$ cat src/rtl/output_mixer.sv
// Output mixer: walks the 18 operator slots of each frame, sums the per-slot output
// samples into melody and rhythm accumulators, and publishes a saturated mix per frame.
module output_mixer #(
  parameter int OUT_WIDTH    = 14,
  parameter int RHYTHM_SHIFT = 1
) (
  input  logic                        clk,
  input  logic                        reset,
  input  logic                        clkena,
  input  logic [4:0]                  slot,
  input  logic [1:0]                  stage,
  input  logic                        rhythm,
  output logic [4:0]                  maddr,
  input  logic [9:0]                  mdata,
  output logic signed [OUT_WIDTH-1:0] mix_melody,
  output logic signed [OUT_WIDTH-1:0] mix_rhythm,
  output logic                        mix_valid
);

  // 9 x 511 fits in 13 magnitude bits; add the rhythm gain and a sign bit.
  localparam int SUM_W = 14 + RHYTHM_SHIFT;
  localparam int ACC_W = (OUT_WIDTH + 2 > SUM_W) ? OUT_WIDTH + 2 : SUM_W;
  localparam logic signed [ACC_W-1:0] OUT_MAX = ACC_W'((64'sd1 <<< (OUT_WIDTH - 1)) - 64'sd1);
  localparam logic signed [ACC_W-1:0] OUT_MIN = ACC_W'(-(64'sd1 <<< (OUT_WIDTH - 1)));

  function automatic logic signed [ACC_W-1:0] mag_to_signed(input logic [9:0] d);
    logic signed [ACC_W-1:0] m;
    m = {{(ACC_W-9){1'b0}}, d[8:0]};
    return d[9] ? -m : m;
  endfunction

  function automatic logic signed [OUT_WIDTH-1:0] saturate(input logic signed [ACC_W-1:0] a);
    if (a > OUT_MAX) begin
      return OUT_MAX[OUT_WIDTH-1:0];
    end else if (a < OUT_MIN) begin
      return OUT_MIN[OUT_WIDTH-1:0];
    end else begin
      return a[OUT_WIDTH-1:0];
    end
  endfunction

  logic [4:0]              maddr_q, maddr_d;
  logic                    fr_q, fr_d;
  logic                    frame_ok_q, frame_ok_d;
  logic signed [ACC_W-1:0] acc_mel_q, acc_mel_d;
  logic signed [ACC_W-1:0] acc_rhy_q, acc_rhy_d;
  logic signed [OUT_WIDTH-1:0] mix_mel_q, mix_mel_d;
  logic signed [OUT_WIDTH-1:0] mix_rhy_q, mix_rhy_d;
  logic                    mix_valid_q, mix_valid_d;

  logic                    slot_ok;
  logic                    frame_start;
  logic                    sample;
  logic                    frame_end;
  logic                    to_melody;
  logic                    to_rhythm;
  logic signed [ACC_W-1:0] sample_v;

  // Slot decode and accumulation
  always_comb begin
    slot_ok     = (slot <= 5'd17);
    frame_start = clkena && (stage == 2'd0) && (slot == 5'd0);
    sample      = clkena && (stage == 2'd2) && slot_ok;
    frame_end   = clkena && (stage == 2'd3) && (slot == 5'd17);
    // In rhythm mode the last five slots belong to the percussion channels.
    to_melody   = slot[0] && (!fr_q || (slot <= 5'd11));
    to_rhythm   = fr_q && (slot >= 5'd13);
    sample_v    = mag_to_signed(mdata);

    maddr_d     = maddr_q;
    fr_d        = fr_q;
    frame_ok_d  = frame_ok_q;
    acc_mel_d   = acc_mel_q;
    acc_rhy_d   = acc_rhy_q;
    mix_mel_d   = mix_mel_q;
    mix_rhy_d   = mix_rhy_q;
    mix_valid_d = 1'b0;

    if (clkena && (stage == 2'd0)) begin
      maddr_d = slot;
    end
    if (frame_start) begin
      fr_d       = rhythm;
      frame_ok_d = 1'b1;
    end
    if (sample && to_melody) begin
      acc_mel_d = acc_mel_q + sample_v;
    end
    if (sample && to_rhythm) begin
      acc_rhy_d = acc_rhy_q + (sample_v <<< RHYTHM_SHIFT);
    end

    // Frame end: publish only frames swept from slot 0, always restart the sums
    if (frame_end) begin
      acc_mel_d  = '0;
      acc_rhy_d  = '0;
      frame_ok_d = 1'b0;
      if (frame_ok_q) begin
        mix_mel_d   = saturate(acc_mel_q);
        mix_rhy_d   = saturate(acc_rhy_q);
        mix_valid_d = 1'b1;
      end
    end
  end

  always_ff @(posedge clk or posedge reset) begin
    if (reset) begin
      maddr_q     <= '0;
      fr_q        <= 1'b0;
      frame_ok_q  <= 1'b0;
      acc_mel_q   <= '0;
      acc_rhy_q   <= '0;
      mix_mel_q   <= '0;
      mix_rhy_q   <= '0;
      mix_valid_q <= 1'b0;
    end else begin
      maddr_q     <= maddr_d;
      fr_q        <= fr_d;
      frame_ok_q  <= frame_ok_d;
      acc_mel_q   <= acc_mel_d;
      acc_rhy_q   <= acc_rhy_d;
      mix_mel_q   <= mix_mel_d;
      mix_rhy_q   <= mix_rhy_d;
      mix_valid_q <= mix_valid_d;
    end
  end

  assign maddr      = maddr_q;
  assign mix_melody = mix_mel_q;
  assign mix_rhythm = mix_rhy_q;
  assign mix_valid  = mix_valid_q;

endmodule

$ cat config.mk
export PLATFORM = sky130hd
export DESIGN_NAME = output_mixer
export DESIGN_NICKNAME = d
export VERILOG_FILES = /design/src/rtl/output_mixer.sv
export SDC_FILE = /design/constraint.sdc
export NUM_CORES = 1
export LEC_CHECK = 0
export CAP_MARGIN = 20
export CORE_ASPECT_RATIO = 0.8
export CORE_MARGIN = 2
export CORE_UTILIZATION = 34
export CTS_CLUSTER_SIZE = 10
export DETAILED_ROUTE_END_ITERATION = 10
export PLACE_DENSITY = 0.64
export SLEW_MARGIN = 30
export SYNTH_ARGS = -nofsm -noshare
export SYNTH_HDL_FRONTEND = slang
export SYNTH_SLANG_ARGS = --single-unit
$ cat constraint.sdc
create_clock -name clk -period 3.5 [get_ports clk]
set_clock_uncertainty 0.1 [all_clocks]
set_input_delay 1.05 -clock clk [delete_from_list [all_inputs] [get_ports clk]]
set_output_delay 1.05 -clock clk [all_outputs]
set_load 0.1 [all_outputs]
# --- Word-level counts from Yosys, hierarchy flattened ---
# Cells that the tools add are included.
# Widths: inputs -> output; s select.
word_totals:
  register_bits: 68
  output_inout_bits: 34
  elab_cells: 52
classes:
  add_sub_neg: 3
  magnitude_cmp: 7
  eq_ne: 3
  muxes: 13
  n_reduce_logical: 18
op_table:
  columns: ["cell", "n"]
  rows:
  - ["$mux 16", 5]
  - ["$mux 14", 4]
  - ["$add 16x16->16", 2]
  - ["$gt 16x14->1 const B", 2]
  - ["$lt 16x14->1 const B", 2]
  - ["$neg 9->16", 1]
  - ["$logic_and 1x1->1", 10]
  - ["$reduce_bool 2->1", 3]
  - ["$eq 5x5->1 const B", 1]
  - ["$ge 5x4->1 const B", 1]
  - ["$le 5x4->1 const B", 1]
  - ["$le 5x5->1 const B", 1]
  - ["$logic_not 5->1", 1]
  - ["$eq 2x2->1 const B", 2]
  - ["$mux 1", 4]
  - ["$logic_not 2->1", 1]
  - ["$reduce_and 2->1", 1]
  - ["$logic_not 1->1", 1]
  - ["$logic_or 1x1->1", 1]

# --- Depth between registers and ports, before layout ---
logic_depth:
  ltp_word: 6
  mapped_depth: 13
  ltp_nobuf: 13

# --- Least setup slack after synthesis ---
# OpenSTA, ideal clock, no wires.
synth_path:
  path_type: "input-to-reg"
  start: "in mdata[3]"
  end: "reg acc_rhy_q[15]"
  arrival_time_ps: 3435
  required_ps: 3276
  path_slack_ps: -159
  cell_stages: 13
  path_buffers: 1
  cell_sequence: "nor2_2 nand2_2 or4_1 buf_2 o31a_1 ha_1 a21oi_1 o21ai_0 a221oi_1 o41a_1 xor2_1 nor3b_1 o21bai_1"
synth_between:
  elab_chain_cells: 5
synth_rtl:
  columns: ["item", "line_no", "rtl"]
  rows:
  - ["start: declaration", "14", "input logic [9:0] mdata,"]
  - ["$neg 9->16", "29", "return d[9] ? -m : m;"]
  - ["$mux 16 *", "29", null]
  - ["$add 16x16->16 *", "90", "acc_rhy_d = acc_rhy_q + (sample_v <<< RHYTHM_SHIFT);"]
  - ["$mux 16 *", "89", "if (sample && to_rhythm) begin"]
  - ["$mux 16 *", "94", "if (frame_end) begin"]
  - ["end signal: assignment", "121", "acc_rhy_q <= acc_rhy_d;"]
  - ["end: declaration", "46", "logic signed [ACC_W-1:0] acc_rhy_q, acc_rhy_d;"]
# Every way passes the cells marked *; elsewhere a longest branch is shown, timed or not. The select of a mux whose other input is x is not followed.
# A chain may end at the register's enable or synchronous reset.

# --- Worst setup path in the final report ---
layout_path:
  start: "in mdata[6]"
  end: "reg acc_rhy_q[15]"
# Same word-level chain as after synthesis.

==> out/metrics.cfg <==
[clock_network]
hold_buffers=0
clock_sinks=67
ctsHtreeMaxLevel=3
clk_path_buf_depth=2
cts_tree=done
insertion_delay_ps=340
root_buffer=clkbuf_16
path_clk_slew_ps=50
cts_inserted_buffers=9

[power_and_ir_drop]
power_leakage_nw=2.94
finalPower_w=0.00378
power_density_mw_per_mm2=601
peakVddDrop_mv=0.368

[synth]
yosys_warnings=0
syn_inst=488
syn_area_mm2=0.00428
synthArstFlopShare=1.00
syn_area_per_cell_um2=8.77
synth_edf_count=0
synth_seq_area_share=0.392
synth.area.top_cells=dfrtp_1 (39%), ha_1 (9.4%), nand2_1 (7.0%)
netlist.area_leader.share=0.392
synth_nets=543
synth_seq_cells=67
synth_area_leader_cell=dfrtp_1
yosys.cell_types.count=56
synth_ff_type=dfrtp_1

[floorplanning]
ioPinCount=55
fp.dieW_um=129
start_util=0.349
core_mm2=0.0123
rows=36
die_h_um=104
die_area_mm2=0.0135

[route]
ant_nets=0
vias_per_cell=4.99
route.detailed.wl_per_inst_um=14.6
drt_iter0_drc=190
drc_errors=0
drt-total-wl_um=11700
vias=4023
drtPass1Iterations=4

[timing]
slew_viol_final=0
max_freq_mhz=290
slew-limit-headroom=0.480
fin_crit_sh=0.986
rsz0062_at_grt=yes
hold_viol=0
worstMarginPinSlew_ps=777
finalWorstSetupSlack_ps=48.5
fin_crit_ps=3450
finalSetupViolCount=0

[global_route]
met3_usage=0.0340
gr-total-overflow=0
grt.busiest_layer=met2
globalRouteMet1Util=0.240
track_usage=0.178
grt_pass1_vias=3900
antenna_found_initial=0
grt_first_pass_wirelength_um=19000
grt_max_degree=29
met2_usage=0.283

[critical_path]
r2r_end=acc_mel_q[14]$_DFFE_PP0P_
crit_path_end_kind=flip-flop
regToRegSetupSlack_ps=910
rr_startpoint=acc_mel_q[0]$_DFFE_PP0P_
worstSetupEndpoint=acc_rhy_q[15]$_DFFE_PP0P_
cp.arrival_ps=3620
crit_path_max_fanout=6
cpMaxStageDelayCell=or4_4
critPathRequiredTime_ps=3670
startpoint=mdata[6]
crit_cells=10
cp_cell_sequence=clkdlybuf4s15_1, or4_4, buf_4, o31a_4, ha_4, nand3_1, o41a_1, xor2_2, nor3b_2, o21bai_1
critPathLaunchType=input port
r2r_cells=10
slowest_delay_ps=540
critPathTopFamily=compound AO/OA/AOI/OAI gates
critPathKind=input port to flip-flop
cp_num_buf_inv=2

[hold_path]
hold_depth=2
min_path_type=flip-flop to flip-flop

[cells_and_area]
utilization=0.513
syn2layout_area_growth_pct=47.0
layout-drive-gt1-share=0.351
fillCellCount=1134
n_antenna_cell=0
fin_area_mm2=0.00629
finalNonFillerCells=806
nets=686

[placement]
postPlaceCellArea_mm2=0.00557
dp_slack_ps=-741
gp_congestion=0.901
io_buffers=54
placed_cells=774
dp_hpwl_um=8930

[outcome]
run_status=finished clean

[run]
drv_cap=0

[metal layers]
metal | up-vias | wire, um
li1 | 2014 | -
met1 | 1913 | 5550
met2 | 79 | 5550
met3 | 17 | 427
met4 | 0 | 216
met5 | - | 0
[cell usage in the layout (no fill, tap or decap), drive strengths merged, types with 3 or more instances in the layout]
cell / n
buf: 137
o21ai: 82
nand2: 81
dfrtp: 67
ha: 32
nor2: 31
a21oi: 26
inv: 20
xnor2: 20
clkbuf: 16
a22o: 14
xor2: 11
clkdlybuf4s50: 10
a21o: 9
mux2: 7
o21a: 6
nand3: 5
nor3: 4
a211oi: 4
o21bai: 4
a31oi: 4
o211ai: 3
o31a: 3
a21boi: 3
o31ai: 3
[registers in the layout, indices dropped and copies added (netlist names)]
signal,flops
fr_q,1
acc_rhy_q,15
mix_valid,1
mix_melody,14
maddr,5
frame_ok_q,1
mix_rhythm,14
acc_mel_q,16
[what timing repair did]
action                     CTS  global route
setup endpoints to repair   17            12
pin swaps                   31            28
resized for setup           60            39
setup buffers               13             4
[per-stage QoR]
step                      hold WS (ps)  setup TNS, ps
after global placement             370          -9000
final                              381              0
after CTS                          390          -8.18
after floorplan                    372           -113
after global routing               402           -277
after detailed placement           378         -10390
[kinds of logic (layout without fill, tap and decap cells)]
family,Yosys count,after routing,synth area share
buffers and inverters,41,188,0.0365
XOR/XNOR,31,31,0.0652
AO/OA/AOI/OAI,174,174,0.254
multiplexers,7,7,0.0184
adder cells (fa/ha/maj),34,34,0.103
AND/OR/NAND/NOR,134,134,0.131
flip-flops,67,67,0.392
[cell type report]
cell class	instances	area, um2	share of cell area
clock inverters	2	35.0	0.00557
flip-flops and latches	67	1680	0.267
well taps	171	214	0.0340
multi-input cells	380	2820	0.448
repair buffers	153	1210	0.192
clock buffers	13	260	0.0414
inverters	20	77.6	0.0123
[worst reg2reg max path, delay by kind of cell (launching register included)]
family | cells | cell delay [ps]
AO/OA/AOI/OAI | 5 | 1010
adder cells (fa/ha/maj) | 2 | 650
buffers and inverters | 1 | 90
flip-flops | 1 | 420
AND/OR/NAND/NOR | 2 | 230
[worst min path at each step]
stage,endpoint,slack (ps),startpoint
global placement,mix_melody[5]$_DFFE_PP0P_,370,mix_melody[5]$_DFFE_PP0P_
floorplan,acc_mel_q[12]$_DFFE_PP0P_,370,acc_mel_q[12]$_DFFE_PP0P_
detailed placement,mix_rhythm[9]$_DFFE_PP0P_,380,mix_rhythm[9]$_DFFE_PP0P_
global route,mix_melody[3]$_DFFE_PP0P_,400,mix_melody[3]$_DFFE_PP0P_
finish,mix_melody[2]$_DFFE_PP0P_,380,mix_melody[2]$_DFFE_PP0P_
CTS,mix_melody[2]$_DFFE_PP0P_,390,mix_melody[2]$_DFFE_PP0P_
[power by group]
part / internal (W) / total, W / switching, W
logic: 0.000775 / 0.00176 / 0.000983
registers: 0.000899 / 0.00112 / 0.000217
clock network: 0.000585 / 0.000907 / 0.000322
total: 0.00226 / 0.00378 / 0.00152
[synthesized netlist by cell type, drive strengths merged, types with 6 or more instances]
| cell | n |
|---|---|
| o21a | 6 |
| a21o | 9 |
| nand2 | 81 |
| a21oi | 26 |
| nor2 | 31 |
| clkbuf | 18 |
| o21ai | 82 |
| xor2 | 11 |
| ha | 32 |
| mux2 | 7 |
| dfrtp | 67 |
| inv | 20 |
| a22o | 14 |
| xnor2 | 20 |
Power figures use the tool's default switching activity.
